**src/rtl/sakebi_eth_pkg.sv**
```systemverilog
// Shared Ethernet framing constants and the TX state encoding for the sakebi MAC.
package sakebi_eth_pkg;

  localparam int          PREAMBLE_DIBITS = 31;
  localparam logic [1:0]  PREAMBLE_DIBIT  = 2'b01;
  localparam logic [1:0]  SFD_DIBIT       = 2'b11;
  localparam int          MIN_FRAME_BYTES = 60;
  localparam logic [31:0] CRC32_POLY      = 32'hEDB88320;
  localparam logic [31:0] CRC32_INIT      = 32'hFFFFFFFF;

  localparam logic [2:0] ST_IDLE     = 3'd0;
  localparam logic [2:0] ST_PREAMBLE = 3'd1;
  localparam logic [2:0] ST_SFD      = 3'd2;
  localparam logic [2:0] ST_DATA     = 3'd3;
  localparam logic [2:0] ST_PAD      = 3'd4;
  localparam logic [2:0] ST_FCS      = 3'd5;
  localparam logic [2:0] ST_IPG      = 3'd6;

  typedef enum logic [2:0] {
    S_IDLE     = ST_IDLE,
    S_PREAMBLE = ST_PREAMBLE,
    S_SFD      = ST_SFD,
    S_DATA     = ST_DATA,
    S_PAD      = ST_PAD,
    S_FCS      = ST_FCS,
    S_IPG      = ST_IPG
  } tx_state_e;

  // Dibit idx of a byte, LSB pair first as it goes on the RMII wire.
  function automatic logic [1:0] dibit_sel(input logic [7:0] b, input logic [1:0] idx);
    return b[{idx, 1'b0} +: 2];
  endfunction

endpackage

```
**src/rtl/sakebi_crc32_byte.sv**
```systemverilog
// One-byte step of the reflected CRC-32 (Ethernet FCS), purely combinational.
// Shared by the TX FCS generator and the RX FCS checker.
module sakebi_crc32_byte
  import sakebi_eth_pkg::*;
(
  input  logic [31:0] i_crc,
  input  logic [7:0]  i_data,
  output logic [31:0] o_crc
);

  always_comb begin
    logic [31:0] w_c;
    w_c = i_crc;
    for (int i = 0; i < 8; i++) begin
      if (w_c[0] ^ i_data[i]) w_c = (w_c >> 1) ^ CRC32_POLY;
      else                    w_c = w_c >> 1;
    end
    o_crc = w_c;
  end

endmodule

```
**src/rtl/sakebi_rmii_tx.sv**
```systemverilog
// RMII 100 Mb/s transmitter: AXIS bytes in, preamble/SFD + data + pad + FCS out, one dibit per REF_CLK.
// Wire outputs lag the state register by one cycle; TREADY is a pure state decode, one byte per 4 cycles.
module sakebi_rmii_tx
  import sakebi_eth_pkg::*;
#(
  parameter int DATA_WIDTH = 8,
  parameter int PAD_EN     = 1,
  parameter int IPG_DIBITS = 48
) (
  input  logic                  i_rmii_REF_CLK,
  input  logic                  i_axis_ARESETn,
  input  logic                  i_axis_TVALID,
  output logic                  o_axis_TREADY,
  input  logic [DATA_WIDTH-1:0] i_axis_TDATA,
  input  logic                  i_axis_TLAST,
  output logic                  o_rmii_TX_EN,
  output logic [1:0]            o_rmii_TXD,
  output logic                  o_tx_busy,
  output logic                  o_tx_underrun
);

  // IPG counter loads are chosen so the idle gap seen on the wire, including the
  // IDLE cycle that samples TVALID, is exactly IPG_DIBITS (needs IPG_DIBITS >= 3).
  localparam logic [15:0] IPG_LOAD_FCS   = 16'(IPG_DIBITS - 2);
  localparam logic [15:0] IPG_LOAD_ABORT = 16'(IPG_DIBITS - 3);

  tx_state_e   r_state, w_next;
  logic [15:0] r_cnt, w_cnt_nxt;
  logic [1:0]  r_dibit, w_dibit_nxt;
  logic [7:0]  r_byte, w_byte_nxt;
  logic        r_last, w_last_nxt;
  logic [15:0] r_byte_cnt;
  logic [31:0] r_crc;
  logic        r_tx_en, r_busy, r_underrun;
  logic [1:0]  r_txd;

  logic        w_latch, w_abort, w_tready, w_tx_en, w_pad_more;
  logic [1:0]  w_txd;
  logic [7:0]  w_crc_din;
  logic [31:0] w_crc_step, w_fcs;

  sakebi_crc32_byte u_crc (
    .i_crc  (r_crc),
    .i_data (w_crc_din),
    .o_crc  (w_crc_step)
  );

  assign w_fcs      = ~r_crc;
  assign w_pad_more = (PAD_EN != 0) && (r_byte_cnt < 16'(MIN_FRAME_BYTES));

  always_comb begin
    w_next      = r_state;
    w_cnt_nxt   = r_cnt;
    w_dibit_nxt = r_dibit;
    w_byte_nxt  = r_byte;
    w_last_nxt  = r_last;
    w_latch     = 1'b0;
    w_crc_din   = i_axis_TDATA;
    w_abort     = 1'b0;
    w_tready    = 1'b0;
    w_tx_en     = 1'b0;
    w_txd       = 2'b00;
    unique case (r_state)
      S_IDLE: begin
        if (i_axis_TVALID) begin
          w_next    = S_PREAMBLE;
          w_cnt_nxt = '0;
        end
      end
      S_PREAMBLE: begin
        w_tx_en = 1'b1;
        w_txd   = PREAMBLE_DIBIT;
        if (r_cnt == 16'(PREAMBLE_DIBITS - 1)) w_next = S_SFD;
        else                                   w_cnt_nxt = r_cnt + 16'd1;
      end
      S_SFD: begin
        w_tready = 1'b1;
        w_tx_en  = 1'b1;
        w_txd    = SFD_DIBIT;
        if (i_axis_TVALID) begin
          w_latch     = 1'b1;
          w_byte_nxt  = i_axis_TDATA;
          w_last_nxt  = i_axis_TLAST;
          w_dibit_nxt = 2'd0;
          w_next      = S_DATA;
        end else begin
          w_abort = 1'b1;
        end
      end
      S_DATA, S_PAD: begin
        w_tx_en     = 1'b1;
        w_txd       = dibit_sel(r_byte, r_dibit);
        w_dibit_nxt = r_dibit + 2'd1;
        if (r_dibit == 2'd3) begin
          if (r_state == S_DATA && !r_last) begin
            w_tready = 1'b1;
            if (i_axis_TVALID) begin
              w_latch    = 1'b1;
              w_byte_nxt = i_axis_TDATA;
              w_last_nxt = i_axis_TLAST;
            end else begin
              w_abort = 1'b1;
            end
          end else if (w_pad_more) begin
            // Pad bytes enter the CRC exactly like payload bytes.
            w_next     = S_PAD;
            w_latch    = 1'b1;
            w_crc_din  = 8'h00;
            w_byte_nxt = 8'h00;
          end else begin
            w_next    = S_FCS;
            w_cnt_nxt = '0;
          end
        end
      end
      S_FCS: begin
        w_tx_en = 1'b1;
        w_txd   = w_fcs[{r_cnt[3:0], 1'b0} +: 2];
        if (r_cnt[3:0] == 4'd15) begin
          w_next    = S_IPG;
          w_cnt_nxt = IPG_LOAD_FCS;
        end else begin
          w_cnt_nxt = r_cnt + 16'd1;
        end
      end
      S_IPG: begin
        if (r_cnt == 16'd0) w_next = S_IDLE;
        else                w_cnt_nxt = r_cnt - 16'd1;
      end
      default: w_next = S_IDLE;
    endcase
    if (w_abort) begin
      w_next    = S_IPG;
      w_cnt_nxt = IPG_LOAD_ABORT;
      w_tx_en   = 1'b0;
      w_txd     = 2'b00;
    end
  end

  always_ff @(posedge i_rmii_REF_CLK or negedge i_axis_ARESETn) begin
    if (!i_axis_ARESETn) begin
      r_state    <= S_IDLE;
      r_cnt      <= '0;
      r_dibit    <= '0;
      r_byte     <= '0;
      r_last     <= 1'b0;
      r_byte_cnt <= '0;
      r_crc      <= CRC32_INIT;
      r_tx_en    <= 1'b0;
      r_txd      <= 2'b00;
      r_busy     <= 1'b0;
      r_underrun <= 1'b0;
    end else begin
      r_state    <= w_next;
      r_cnt      <= w_cnt_nxt;
      r_dibit    <= w_dibit_nxt;
      r_byte     <= w_byte_nxt;
      r_last     <= w_last_nxt;
      r_tx_en    <= w_tx_en;
      r_txd      <= w_txd;
      r_busy     <= (w_next != S_IDLE);
      r_underrun <= w_abort;
      if (r_state == S_IDLE) begin
        r_crc      <= CRC32_INIT;
        r_byte_cnt <= '0;
      end else if (w_latch) begin
        r_crc <= w_crc_step;
        if (r_byte_cnt != 16'hFFFF) r_byte_cnt <= r_byte_cnt + 16'd1;
      end
    end
  end

  assign o_axis_TREADY = w_tready;
  assign o_rmii_TX_EN  = r_tx_en;
  assign o_rmii_TXD    = r_txd;
  assign o_tx_busy     = r_busy;
  assign o_tx_underrun = r_underrun;

endmodule

```
**config.mk**
```make
export PLATFORM = sky130hd
export DESIGN_NAME = sakebi_rmii_tx
export DESIGN_NICKNAME = d
export VERILOG_FILES = /design/src/rtl/sakebi_eth_pkg.sv /design/src/rtl/sakebi_crc32_byte.sv /design/src/rtl/sakebi_rmii_tx.sv
export SDC_FILE = /design/constraint.sdc
export NUM_CORES = 1
export LEC_CHECK = 0
export ABC_AREA = 0
export BUFFER_PORTS_ARGS = -buffer_cell sky130_fd_sc_hd__buf_2
export CAP_MARGIN = 15
export CORE_MARGIN = 4
export CORE_UTILIZATION = 55
export DETAILED_ROUTE_END_ITERATION = 8
export GPL_ROUTABILITY_DRIVEN = 0
export GPL_TIMING_DRIVEN = 0
export PLACE_DENSITY = 0.72
export SYNTH_ARGS = -nofsm -noshare
export SYNTH_HDL_FRONTEND = slang
export SYNTH_HIERARCHICAL = 1
export SYNTH_SLANG_ARGS = --single-unit
```
**constraint.sdc**
```tcl
create_clock -name i_rmii_REF_CLK -period 3.5 [get_ports i_rmii_REF_CLK]
set_input_delay 0.35 -clock i_rmii_REF_CLK [delete_from_list [all_inputs] [get_ports i_rmii_REF_CLK]]
set_output_delay 0.35 -clock i_rmii_REF_CLK [all_outputs]
set_load 0.01 [all_outputs]
```
; Word-level counts from Yosys, hierarchy flattened
; Index checks and enable logic that the tools add are counted.
[totals]
regBits = 83
[classes]
add_sub_neg = 4
n_lt_le_gt_ge = 1
eq_ne = 20
n_shift = 2
muxes = 63
bitwise_logic = 17
n_reduce_logical = 16
[op_table]
columns = cell, n
row1 = 32-bit two-way mux, 10
row2 = 16-bit two-way mux, 11
row3 = 13-bit inverter with 14-bit output, 8
row4 = 16-bit one-hot mux with 5 select lines, 1
row5 = 8-bit two-way mux, 8
row6 = 16-bit by 1-bit adder with 16-bit output (second input constant), 2
row7 = 32-bit inverter, 1
row8 = 32-bit by 6-bit variable part select with 2-bit output, 1
row9 = 3-bit two-way mux, 8
row10 = 3-bit inequality test (second input constant), 7
row11 = 3-bit one-hot mux with 6 select lines, 1
row12 = 16-bit by 5-bit equality test with 1-bit output (second input constant), 1
row13 = 16-bit zero test, 1
row14 = 16-bit by 6-bit < comparator with 1-bit output (second input constant), 1
row15 = 16-bit inequality test (second input constant), 1
row16 = 8-bit one-hot mux with 2 select lines, 1
row17 = 16-bit by 1-bit subtractor with 16-bit output (second input constant), 1
row18 = 1-bit two-way mux, 15
row19 = 3-bit equality test (second input constant), 3
row20 = 1-bit one-hot mux with 2 select lines, 4
row21 = 2-bit one-hot mux with 4 select lines, 1
row22 = 8-bit by 4-bit variable part select with 2-bit output, 1
row23 = 1-bit bitwise XOR, 8
row24 = 7-bit AND reduction, 1
row25 = other kinds (18), 26

; Logic depth before layout (Yosys ltp)
; Gate-level depths: netlist of run 1.
[depth]
depth_word = 23
ltp_mapped = 14
ltp_nobuf = 11

; Hierarchy
; The synthesis of run 1 kept the hierarchy.
[modules_own_cells]
columns = module, instances, cells_per_inst, area_each_um2, seq_area_each_um2
row1 = sakebi_rmii_tx, 1, 565, 4997.3, 2117.0
row2 = sakebi_crc32_byte, 1, 70, 769.5, 0.0

; Worst setup path after synthesis of run 1
; Ideal clock, no wire load.
[synth_timing]
path_type = reg2reg
startpoint = register r_state[1]
endpoint = register r_crc[20]
arrival_time_ps = 3138
t_required_ps = 3403
slack_ps = 265
path_stages_with_launch = 15
path_buffers = 3
synth_period_minus_slack_ps = 3235
path_cell_list = dfrtp_1 > clkbuf_1 > nor3b_1 > nor2_1 > nor2b_1 > and3_1 > clkbuf_1 > clkbuf_1 > nor2b_1 > xor2_2 > xor2_2 > xnor3_1 > xor3_1 > nand2_1 > nand3_1
[synth_via]
elab_cells_between_ends = 34
cone_classes = eq/ne (3) / mux (16) / bitwise (11) / reduce/logical (4)
[synth_rtl]
columns = element, line_no
row1 = from (decl), sakebi_rmii_tx.sv:27  ; tx_state_e r_state, w_next;
row2 = from (signal assigned), sakebi_rmii_tx.sv:154  ; r_state <= w_next;
row3 = 3-bit by 2-bit equality test with 1-bit output, "sakebi_rmii_tx.sv:63, sakebi_rmii_tx.sv:95"
row4 = 1-bit logical AND, sakebi_rmii_tx.sv:95  ; if (r_state == S_DATA && !r_last) begin
row5 = 8-bit two-way mux, sakebi_rmii_tx.sv:95
row6 = 8-bit two-way mux, sakebi_rmii_tx.sv:94  ; if (r_dibit == 2'd3) begin
row7 = 8-bit two-way mux (*), sakebi_rmii_tx.sv:63  ; unique case (r_state)
row8 = via w_crc_din[6], sakebi_rmii_tx.sv:39  ; logic [7:0] w_crc_din;
row9 = 1-bit bitwise XOR (*), sakebi_crc32_byte.sv:15  ; if (w_c[0] ^ i_data[i]) w_c = (w_c >> 1) ^ CRC32_POLY;
row10 = 32-bit two-way mux (*), sakebi_crc32_byte.sv:15
row11 = 13-bit inverter with 14-bit output (no source line), --
row12 = 32-bit two-way mux (*), sakebi_crc32_byte.sv:15
row13 = via w_crc_step[20], sakebi_rmii_tx.sv:40  ; logic [31:0] w_crc_step, w_fcs;
row14 = 32-bit two-way mux (*), sakebi_rmii_tx.sv:166  ; end else if (w_latch) begin
row15 = 32-bit two-way mux (*), sakebi_rmii_tx.sv:163  ; if (r_state == S_IDLE) begin
row16 = to (signal assigned), sakebi_rmii_tx.sv:167  ; r_crc <= w_crc_step;
row17 = to (decl), sakebi_rmii_tx.sv:33  ; logic [31:0] r_crc;
; The timed path passes the listed nets; every way through them passes the cells marked *. The select of a mux whose other input is x is not followed.
; A chain may end at the register's enable or synchronous reset.

; Final worst setup path of run 1
[layout_timing]
startpoint = register r_state[1]
endpoint = register r_crc[20]
[layout_via]
elab_cells_between_ends = 34
cone_classes = eq/ne (3) / mux (16) / bitwise (11) / reduce/logical (4)
[layout_rtl]
columns = element, line_no
row1 = 3-bit by 2-bit equality test with 1-bit output, "sakebi_rmii_tx.sv:63, sakebi_rmii_tx.sv:95"
row2 = 1-bit logical AND, sakebi_rmii_tx.sv:95
row3 = 8-bit two-way mux, sakebi_rmii_tx.sv:95
row4 = 8-bit two-way mux, sakebi_rmii_tx.sv:94
row5 = 8-bit two-way mux (*), sakebi_rmii_tx.sv:63
row6 = via w_crc_din[1], sakebi_rmii_tx.sv:39
row7 = 1-bit bitwise XOR (*), sakebi_crc32_byte.sv:15
row8 = 32-bit two-way mux (*) (2 in series), sakebi_crc32_byte.sv:15
row9 = (+3 left out), --
row10 = 32-bit two-way mux (*) (2 in series), sakebi_crc32_byte.sv:15
row11 = 13-bit inverter with 14-bit output (no source line), --
row12 = 32-bit two-way mux (*), sakebi_crc32_byte.sv:15
row13 = 13-bit inverter with 14-bit output (no source line), --
row14 = 32-bit two-way mux (*), sakebi_crc32_byte.sv:15
row15 = via w_crc_step[20], sakebi_rmii_tx.sv:40
row16 = 32-bit two-way mux (*), sakebi_rmii_tx.sv:166
row17 = 32-bit two-way mux (*), sakebi_rmii_tx.sv:163
; Marked as above.

==> flow_metrics.py, run 1 <==
metrics = {
    "setup_path": {
        "r2r_cells": 12,
        "reg2reg_slack_ns": 0.19,
        "crit_top_cell": "nor2b_1",
        "cp-start-kind": "flip-flop",
        "worst_ep_arrival_time_ns": 3.60,
        "timing.rr.end": "r_crc[20]",
        "r2r-start": "r_state[1]",
        "cp_max_fo": 9,
        "critPathLaunch": "r_state[1]",
        "crit_chain": "clkbuf_1 > nor3b_2 > nor2_1 > nor2b_1 > and3_2 > nor2b_1 > xnor2_4 > xor2_4 > xnor3_1 > xor3_1 > nand2_1 > nand3_1",
        "worstPathRequired_ns": 3.79,
        "crit_type": "flip-flop to flip-flop",
        "cpPeakStageDelay_ns": 0.55,
        "end_kind": "flip-flop",
        "cp_slowest_cell": "xnor3_1",
    },
    "hold_path": {
        "hold_class": "input port to flip-flop",
        "min_to": "r_last",
        "min_from": "i_axis_TLAST",
        "hold_depth": 2,
    },
    "yosys": {
        "yosys.area.top_type": "dfrtp_1",
        "syn_area_per_cell_um2": 9.082,
        "synth_area_leaders": "dfrtp_1, dfstp_2, xnor2_1",
        "syn_area_um2": 5767,
        "async_flop_share": 1.000,
        "ys_types": 67,
        "synth_edf_count": 0,
        "ys.flop_type": "dfrtp_1",
        "ys_seq_area_frac": 0.3671,
        "netlist.area_leader.share": 0.2213,
        "syn-num-nets": 653,
        "yosys_warnings": 6,
        "ys_seq_elements": 83,
        "syn_inst": 635,
    },
    "die": {
        "die_x_um": 110.4,
        "die_area_um2": 12190,
        "initial_core_util": 0.5611,
        "core_um2": 10280,
        "io_pins": 18,
        "row_count": 37,
        "fp.dieH_um": 110.4,
    },
    "clock_network": {
        "clk_path_buf_depth": 2,
        "worstSkewPairLatency_ns": 0.38,
        "cts_sinks": 83,
        "cts_buffers": 9,
        "clkTransAtPathRegs_ns": 0.09,
        "htreeDepth": 3,
        "cts_tree": "built",
        "cts_root_buf": "clkbuf_8",
    },
    "grt": {
        "overflow": 0,
        "grt_pass1_vias": 5036,
        "grt_pass1_wl_mm": 25.19,
        "grt_start_max_net_pins": 54,
        "track_usage": 0.2670,
        "antenna_found_initial": 0,
    },
    "finish": {
        "fill_cells": 885,
        "drive_above_1_share": 0.1806,
        "nets": 694,
        "syn2layout_area_growth_pct": 11.74,
        "final_cell_area_um2": 6444,
        "layout_commonest_cell": "nand2_1",
        "diodes": 0,
        "final_cell_mix": "nand2_1, dfrtp_1, xnor2_1, nand3_1, nor2_1",
    },
    "pwr": {
        "finalPower_uw": 6765,
        "max-vdd-ir-drop_mv": 0.6979,
        "p_leak_uw": 0.002739,
        "power_density_nw_per_um2": 1050,
    },
    "timing": {
        "worstMarginPinSlew_ns": 0.8971,
        "clock_skew_ns": 0.009404,
        "period_minus_slack_ns": 3.306,
        "setup_viol": 0,
        "finalHoldViolCount": 0,
        "slew_violations": 0,
        "rsz0062_at_grt": "false",
        "fin_crit_sh": 0.9445,
        "max_freq_mhz": 302.5,
        "max_slew_margin": 0.3979,
    },
    "detailed_routing": {
        "via_count": 5060,
        "wire_per_inst_um": 18.29,
        "viasPerCell": 6.193,
        "firstDrtPassIters": 5,
        "drt_wl_total_mm": 14.95,
        "drc": 0,
        "ant_nets": 0,
        "drtIter0Drc": 499,
    },
    "placement": {
        "dp_hpwl_mm": 10.58,
        "port_buffers": 17,
        "placed_area_um2": 6052,
    },
    "flow_run": {
        "maxCapViolCount": 0,
    },
    "status": {
        "status": "finished clean",
    },
}
## worst max-delay path: cells and delay by family (launching register included)
family	cells	cell delay (ns)
xor gates and xnor gates	4	1.43
and+or+nand+nor	7	1.21
DFF	1	0.37
buffers and inverters	1	0.20
## metrics by stage
step           hold WS (ns)    util  setup slack (ns)  instances  TNS, ns
2_1_floorplan       0.05441       -            0.2650        635        0
5_1_grt              0.1954  0.6270           0.01489        817        0
4_1_cts              0.1923  0.6171         0.0009677        808        0
3_5_place_dp         0.3255  0.5889           -0.5007        789   -7.681
6_report             0.1997  0.6270            0.1942        817        0
3_3_place_gp         0.4910  0.5860           -0.4351        788   -4.566
## Yosys cell counts, drive strengths merged (2+ instances only)
cell / n
a32oi: 4
dfstp: 32
mux4: 12
a221o: 3
a221oi: 3
nor3: 16
ha: 6
a31oi: 7
a311oi: 2
clkbuf: 39
nand4: 9
dfrtp: 51
o21ai: 35
and3: 13
nor4b: 2
xnor2: 54
o221ai: 4
a21oi: 31
o22ai: 6
and3b: 2
xor2: 23
or3: 5
mux2i: 11
nor4: 6
inv: 10
nor2b: 11
nand3b: 3
nor3b: 2
or4: 6
nand2b: 5
xor3: 2
o32a: 2
and4: 7
a211o: 2
nand2: 99
nor2: 39
a211oi: 6
or2: 2
buf: 4
nand3: 41
o31ai: 3
## worst max path at each step
stage                     slack [ns]         to  depth (start not counted)
after floorplan                 0.27  r_crc[20]                         14
after global placement         -0.44  r_crc[23]                         14
after detailed placement       -0.50  r_crc[23]                         14
after CTS                      0.001  r_crc[23]                         13
after global routing            0.01  r_crc[20]                         13
final                           0.19  r_crc[20]                         12
## state kept, by name (all words and copies together), names as in the netlist
name,cells
r_byte,8
o_tx_busy,1
r_state,3
r_cnt,16
r_crc,32
o_rmii_TXD,2
o_tx_underrun,1
o_rmii_TX_EN,1
r_last,1
r_dibit,2
r_byte_cnt,16
## cells by family (layout without fill, tap and decap cells)
family,Yosys count,after routing,synth area share
simple gates,272,272,0.2345
compound gates,116,116,0.1302
flops,83,83,0.3671
xor+xnor,80,80,0.1486
buf+inv,54,100,0.03862
mux,24,24,0.06791
fa+ha+maj,6,6,0.01302
## routing by layer
metal  share of wire  vias up  global-route usage  routed length [um]
met5               0        -                   0                   0
met1            0.43     2478              0.3570                6352
met2            0.48      203              0.4294                7232
met4           0.025        0              0.1117                 367
met3           0.066       32             0.04776                 992
li1                -     2347                   -                   -
## report_power, final
| group | switching, uW | leakage, uW | internal [uW] |
|---|---|---|---|
| clock | 375 | 0.000115 | 393 |
| sequential | 243 | 0.00101 | 1310 |
| combinational | 2500 | 0.00161 | 1950 |
| total | 3110 | 0.00274 | 3650 |
## what timing repair did
item / 4_1_cts / 5_1_grt
pin swaps: 6 / 4
setup endpoints to repair: 35 / 32
hold buffers: 1 / 0
setup buffers: 2 / 10
endpoints found under the hold margin: 30 / 0
gates resized for setup: 6 / 6
gates cloned: 0 / 0
## final cells by class
cell class / instances / area, um^2 / area share
inverter: 11 / 41.29 / 0.006408
clock inverter: 5 / 56.30 / 0.008738
sequential: 83 / 2117 / 0.3285
multi-input combinational: 498 / 3501 / 0.5433
buffer: 42 / 180.2 / 0.02796
tap: 136 / 170.2 / 0.02641
clock buffer: 11 / 162.7 / 0.02524
timing repair buffer: 31 / 215.2 / 0.03340
(Power assumes the default switching activity.)
==> run 2, diff against run 1 <==
--- a/config.mk
+++ b/config.mk
@@ -14,6 +14,7 @@
 export GPL_ROUTABILITY_DRIVEN = 0
 export GPL_TIMING_DRIVEN = 0
 export PLACE_DENSITY = 0.72
+export SETUP_SLACK_MARGIN = 0.5
 export SYNTH_ARGS = -nofsm -noshare
 export SYNTH_HDL_FRONTEND = slang
 export SYNTH_HIERARCHICAL = 1
==> flow_metrics.py, run 2 (synthesis gave the netlist of run 1 again) <==
metrics = {
    "clock_network": {
        "cts_root_buf": "clkbuf_8",
        "clk_path_buf_depth": 2,
        "htreeDepth": 3,
        "cts_tree": "built",
        "clkTransAtPathRegs_ns": 0.08,
        "cts_sinks": 83,
        "worstSkewPairLatency_ns": 0.38,
        "cts_buffers": 9,
    },
    "setup_path": {
        "r2r_cells": 13,
        "cp_max_fo": 7,
        "worst_ep_arrival_time_ns": 3.25,
        "end_kind": "flip-flop",
        "crit_type": "flip-flop to flip-flop",
        "r2r-start": "r_byte_cnt[12]",
        "reg2reg_slack_ns": 0.56,
        "cp-start-kind": "flip-flop",
        "critPathLaunch": "r_byte_cnt[12]",
        "endpoint": "r_crc[18]",
        "worstPathRequired_ns": 3.81,
        "timing.rr.end": "r_crc[18]",
    },
    "timing": {
        "clock_skew_ns": 0.01166,
        "max_slew_margin": 0.4024,
        "period_minus_slack_ns": 2.935,
        "hold_slack_ns": 0.2099,
        "worstMarginPinSlew_ns": 0.8904,
        "finalHoldViolCount": 0,
        "setup_viol": 0,
        "max_freq_mhz": 340.7,
        "rsz0062_at_grt": "true",
        "slew_violations": 0,
        "fin_crit_sh": 0.8386,
    },
    "pwr": {
        "p_int_uw": 4022,
        "max-vdd-ir-drop_mv": 0.8540,
        "finalPower_uw": 7265,
        "combPwrFrac": 0.667,
        "sw_frac_of_total": 0.4464,
        "p_sw_uw": 3243,
        "power_density_nw_per_um2": 1072,
        "power_frac_clock": 0.118,
        "p_leak_uw": 0.002910,
        "pwr-share-seq": 0.215,
    },
    "hold_path": {
        "min_from": "i_axis_TLAST",
        "hold_class": "input port to flip-flop",
    },
    "grt": {
        "antenna_found_initial": 0,
        "grt_pass1_vias": 5088,
        "overflow": 0,
        "grt_pass1_wl_mm": 25.41,
        "track_usage": 0.2701,
        "grt_start_max_net_pins": 66,
    },
    "die": {
        "core_um2": 10280,
        "die_x_um": 110.4,
        "fp.dieH_um": 110.4,
        "initial_core_util": 0.5611,
        "row_count": 37,
        "io_pins": 18,
        "die_area_um2": 12190,
    },
    "detailed_routing": {
        "viasPerCell": 6.166,
        "via_count": 5161,
        "wire_per_inst_um": 18.74,
        "drtIter0Drc": 487,
        "drc": 0,
        "ant_nets": 0,
        "firstDrtPassIters": 6,
        "drt_wl_total_mm": 15.69,
    },
    "finish": {
        "syn2layout_area_growth_pct": 17.55,
        "diodes": 0,
        "largest_registers": "r_crc (32), r_byte_cnt (16), r_cnt (16)",
        "final_cell_area_um2": 6779,
        "drive_above_1_share": 0.2382,
        "top_register": "r_crc",
        "multi_input_area_um2": 3635,
        "final_cell_mix": "nand2_1, dfrtp_1, xnor2_1, nand3_1, nor2_1",
        "nets": 714,
        "layout_commonest_cell": "nand2_1",
        "largest_reg_flops": 32,
        "regArea_um2": 2122,
        "fill_cells": 845,
        "postLayoutCoreUtil": 0.6596,
    },
    "placement": {
        "port_buffers": 17,
        "dp_hpwl_mm": 10.52,
        "placed_area_um2": 6070,
    },
    "status": {
        "status": "finished clean",
    },
    "flow_run": {
        "maxCapViolCount": 0,
    },
}
-- run 2: cell types whose count changed in the layout (fill, tap and decap cells not counted), moves of 3 or more --
cell	change
nor2b_2	+3
xnor2_2	+3
dfrtp_2	+4
xnor2_1	-4
buf_4	+18
dfrtp_1	-4
clkbuf_1	-3
nor2b_1	-4
-- run 2: how the worst min path moves through the flow --
| stage | endpoint | slack (ns) | cells after the start |
|---|---|---|---|
| 2_1_floorplan | o_rmii_TXD[0] | 0.05 | 0 |
| 3_3_place_gp | r_crc[20] | 0.49 | 2 |
| 3_5_place_dp | r_dibit[0] | 0.25 | 1 |
| 4_1_cts | r_last | 0.20 | 2 |
| 6_report | r_last | 0.21 | 2 |
| 5_1_grt | r_last | 0.20 | 2 |
-- run 2: area by class of cell --
type | count | share of cell area
multi-input cells | 498 | 0.5362
flip-flops and latches | 83 | 0.3130
repair buffers | 50 | 0.05334
plain buffers | 43 | 0.03064
well taps | 136 | 0.02510
clock buffers | 11 | 0.02086
clock inverters | 5 | 0.01477
inverters | 11 | 0.006091
-- run 2: routing by layer --
metal  share of wire  vias to the layer above  track usage
met2            0.47                      223       0.4363
met4           0.030                        0       0.1038
met3           0.071                       47      0.06581
li1                -                     2379            -
met5               0                        -            0
met1            0.42                     2512       0.3519
-- run 2: stage by stage --
step | TNS (ns) | cells | worst slack (ns)
4_1_cts | 0 | 826 | 0.5063
2_1_floorplan | 0 | 635 | 0.5081
3_5_place_dp | -2.696 | 789 | -0.2437
3_3_place_gp | -1.391 | 788 | -0.1575
5_1_grt | 0 | 837 | 0.4452
6_report | 0 | 837 | 0.5648
-- run 2: timing repair --
item / 4_1_cts / 5_1_grt
pin swaps: 12 / 8
gates resized for setup: 25 / 26
endpoints found under the hold margin: 18 / 0
setup endpoints to repair: 43 / 47
setup buffers: 20 / 11
hold buffers: 1 / 0
-- run 2: critical path, stage by stage, from the launching register on --
cell and delay (ns):
dfrtp_1 0.46, nor4_4 0.30, and4b_2 0.31, and3_4 0.20
buf_6 0.13, nor2b_1 0.07, xnor2_2 0.32, buf_6 0.18
xor2_4 0.16, buf_4 0.19, xor2_1 0.26, xnor2_1 0.15
nand2_1 0.06, nand3_1 0.09
-- run 2: power by group through the flow --
stage	registers, uW	logic, uW	clock network (uW)
after floorplan	1500	3330	0
after global placement	1540	4080	0
after detailed placement	1560	4140	0
after CTS	1550	4540	873
after global routing	1600	5240	915
final	1560	4850	859
==> run 3, diff against run 2 <==
--- a/config.mk
+++ b/config.mk
@@ -13,7 +13,7 @@
 export DETAILED_ROUTE_END_ITERATION = 8
 export GPL_ROUTABILITY_DRIVEN = 0
 export GPL_TIMING_DRIVEN = 0
-export PLACE_DENSITY = 0.72
+export PLACE_DENSITY = 0.75
 export SETUP_SLACK_MARGIN = 0.5
 export SYNTH_ARGS = -nofsm -noshare
 export SYNTH_HDL_FRONTEND = slang
==> constraint.sdc (replaced) <==
create_clock -name i_rmii_REF_CLK -period 2.4 [get_ports i_rmii_REF_CLK]
set_input_delay 0.24 -clock i_rmii_REF_CLK [delete_from_list [all_inputs] [get_ports i_rmii_REF_CLK]]
set_output_delay 0.24 -clock i_rmii_REF_CLK [all_outputs]
set_load 0.01 [all_outputs]
==> flow_metrics.py, run 3 (synthesis gave the netlist of run 1 again) <==
metrics = {
    "timing": {
        "clock_skew_ns": 0.02350,
        "rsz0062_at_grt": "true",
        "setup_viol": 47,
        "hold_slack_ns": 0.08282,
        "max_freq_mhz": 337.8,
        "setup_ws_ns": -0.5601,
        "slew_violations": 0,
        "finalHoldViolCount": 0,
        "worstMarginPinSlew_ns": 0.5862,
        "fin_crit_sh": 1.233,
        "max_slew_margin": 0.6092,
        "period_minus_slack_ns": 2.960,
    },
    "finish": {
        "nets": 777,
        "top_register": "r_crc",
        "final_cell_mix": "nand2_1, buf_4, dfrtp_1, nand3_1, nor2_1",
        "postLayoutCoreUtil": 0.8084,
        "final_cell_area_um2": 8308,
        "largest_registers": "r_crc (32), r_byte_cnt (16), r_cnt (16)",
        "drive_above_1_share": 0.4437,
        "largest_reg_flops": 32,
        "fill_cells": 556,
        "layout_commonest_cell": "nand2_1",
        "diodes": 0,
        "syn2layout_area_growth_pct": 44.07,
    },
    "detailed_routing": {
        "drt_wl_total_mm": 20.86,
        "drtIter0Drc": 727,
        "firstDrtPassIters": 6,
        "via_count": 5981,
        "drc": 0,
        "viasPerCell": 6.646,
        "ant_nets": 0,
        "wire_per_inst_um": 23.18,
    },
    "placement": {
        "post-place-ws_ns": -0.7610,
        "dp_hpwl_mm": 10.58,
        "placed_area_um2": 6369,
        "port_buffers": 17,
    },
    "setup_path": {
        "worstPathRequired_ns": 2.72,
        "cp_slowest_cell": "dfrtp_1",
        "reg2reg_slack_ns": -0.56,
        "cpPeakStageDelay_ns": 0.40,
        "r2r-start": "r_state[1]",
        "crit_type": "flip-flop to flip-flop",
        "r2r_cells": 14,
        "end_kind": "flip-flop",
        "crit_chain": "clkbuf_8 > nor3b_4 > nor2_2 > nor2b_2 > and3_4 > clkbuf_16 > nor2b_2 > xnor2_4 > buf_4 > xor2_2 > xnor2_1 > xnor2_1 > nand2_1 > nand3_1",
        "cp_max_fo": 7,
        "cp-start-kind": "flip-flop",
        "worst_ep_arrival_time_ns": 3.28,
        "timing.rr.end": "r_crc[24]",
    },
    "hold_path": {
        "hold_class": "input port to flip-flop",
        "hold_depth": 2,
        "min_from": "i_axis_TLAST",
        "min_to": "r_last",
    },
    "clock_network": {
        "cts_tree": "built",
        "cts_root_buf": "clkbuf_8",
        "clk_path_buf_depth": 2,
        "htreeDepth": 3,
        "worstSkewPairLatency_ns": 0.40,
        "cts_buffers": 9,
        "clkTransAtPathRegs_ns": 0.10,
        "cts_sinks": 83,
    },
    "grt": {
        "track_usage": 0.3160,
        "grt_pass1_vias": 5646,
        "grt_pass1_wl_mm": 29.28,
        "grt_start_max_net_pins": 62,
        "antenna_found_initial": 0,
        "overflow": 0,
    },
    "die": {
        "io_pins": 18,
        "row_count": 37,
        "initial_core_util": 0.5611,
        "core_um2": 10280,
        "die_area_um2": 12190,
        "fp.dieH_um": 110.4,
        "die_x_um": 110.4,
    },
    "pwr": {
        "p_leak_uw": 0.003569,
        "max-vdd-ir-drop_mv": 1.271,
        "power_density_nw_per_um2": 1634,
        "finalPower_uw": 13570,
    },
    "status": {
        "violations": "setup timing",
        "status": "finished with violations",
    },
    "flow_run": {
        "maxCapViolCount": 0,
    },
}
==> run 3: timing repair <==
| item | 4_1_cts | 5_1_grt |
|---|---|---|
| setup endpoints to repair | 81 | 80 |
| endpoints found under the hold margin | 22 | 0 |
| resized for setup | 119 | 87 |
| gates cloned | 2 | 1 |
| hold buffers | 1 | 0 |
| buffers inserted | 62 | 29 |
| pin swaps | 61 | 41 |
==> run 3: power by group <==
part / internal (uW) / switching (uW) / leakage [uW]
Combinational: 4880 / 5160 / 0.00245
Clock: 641 / 546 / 0.000113
Sequential: 1910 / 439 / 0.00100
Total: 7430 / 6140 / 0.00357
==> run 3: how the worst max path moves through the flow <==
stage          slack (ns)        end     startpoint
6_report            -0.56  r_crc[24]     r_state[1]
3_5_place_dp        -0.76  r_crc[23]     r_state[1]
2_1_floorplan       -0.42  r_crc[20]     r_state[1]
4_1_cts             -0.41  r_crc[23]  r_byte_cnt[9]
5_1_grt             -0.64  r_crc[24]     r_state[1]
3_3_place_gp        -0.78  r_crc[23]     r_state[1]
==> run 3: routing by layer <==
layer,track usage,part of all wire,vias to the layer above
met5,0,0,-
met1,0.3867,0.36,2901
met3,0.07164,0.092,119
met2,0.5403,0.49,446
met4,0.1275,0.054,0
li1,-,-,2515
==> run 3: area by class of cell <==
class                           instances  area (um^2)  area share
Timing Repair Buffer                  113         1033      0.1244
Buffer                                 43        350.3     0.04217
Inverter                               11        42.54    0.005120
Sequential cell                        83         2127      0.2560
Tap cell                              136        170.2     0.02048
Clock buffer                           12        155.1     0.01867
Clock inverter                          4        72.57    0.008735
Multi-Input combinational cell        498         4357      0.5244
==> run 3: worst max-delay path, delay by kind of cell, from the launching register on <==
kind	cells	cell delay [ns]
xor gates and xnor gates	4	1.00
and+or+nand+nor	7	0.99
buffers and inverters	3	0.48
DFF	1	0.40
==> run 3: stage by stage <==
stage,std cells,setup TNS [ns]
2_1_floorplan,635,-4.158
3_3_place_gp,788,-18.79
3_5_place_dp,789,-18.86
4_1_cts,870,-9.215
5_1_grt,900,-18.65
6_report,900,-15.47
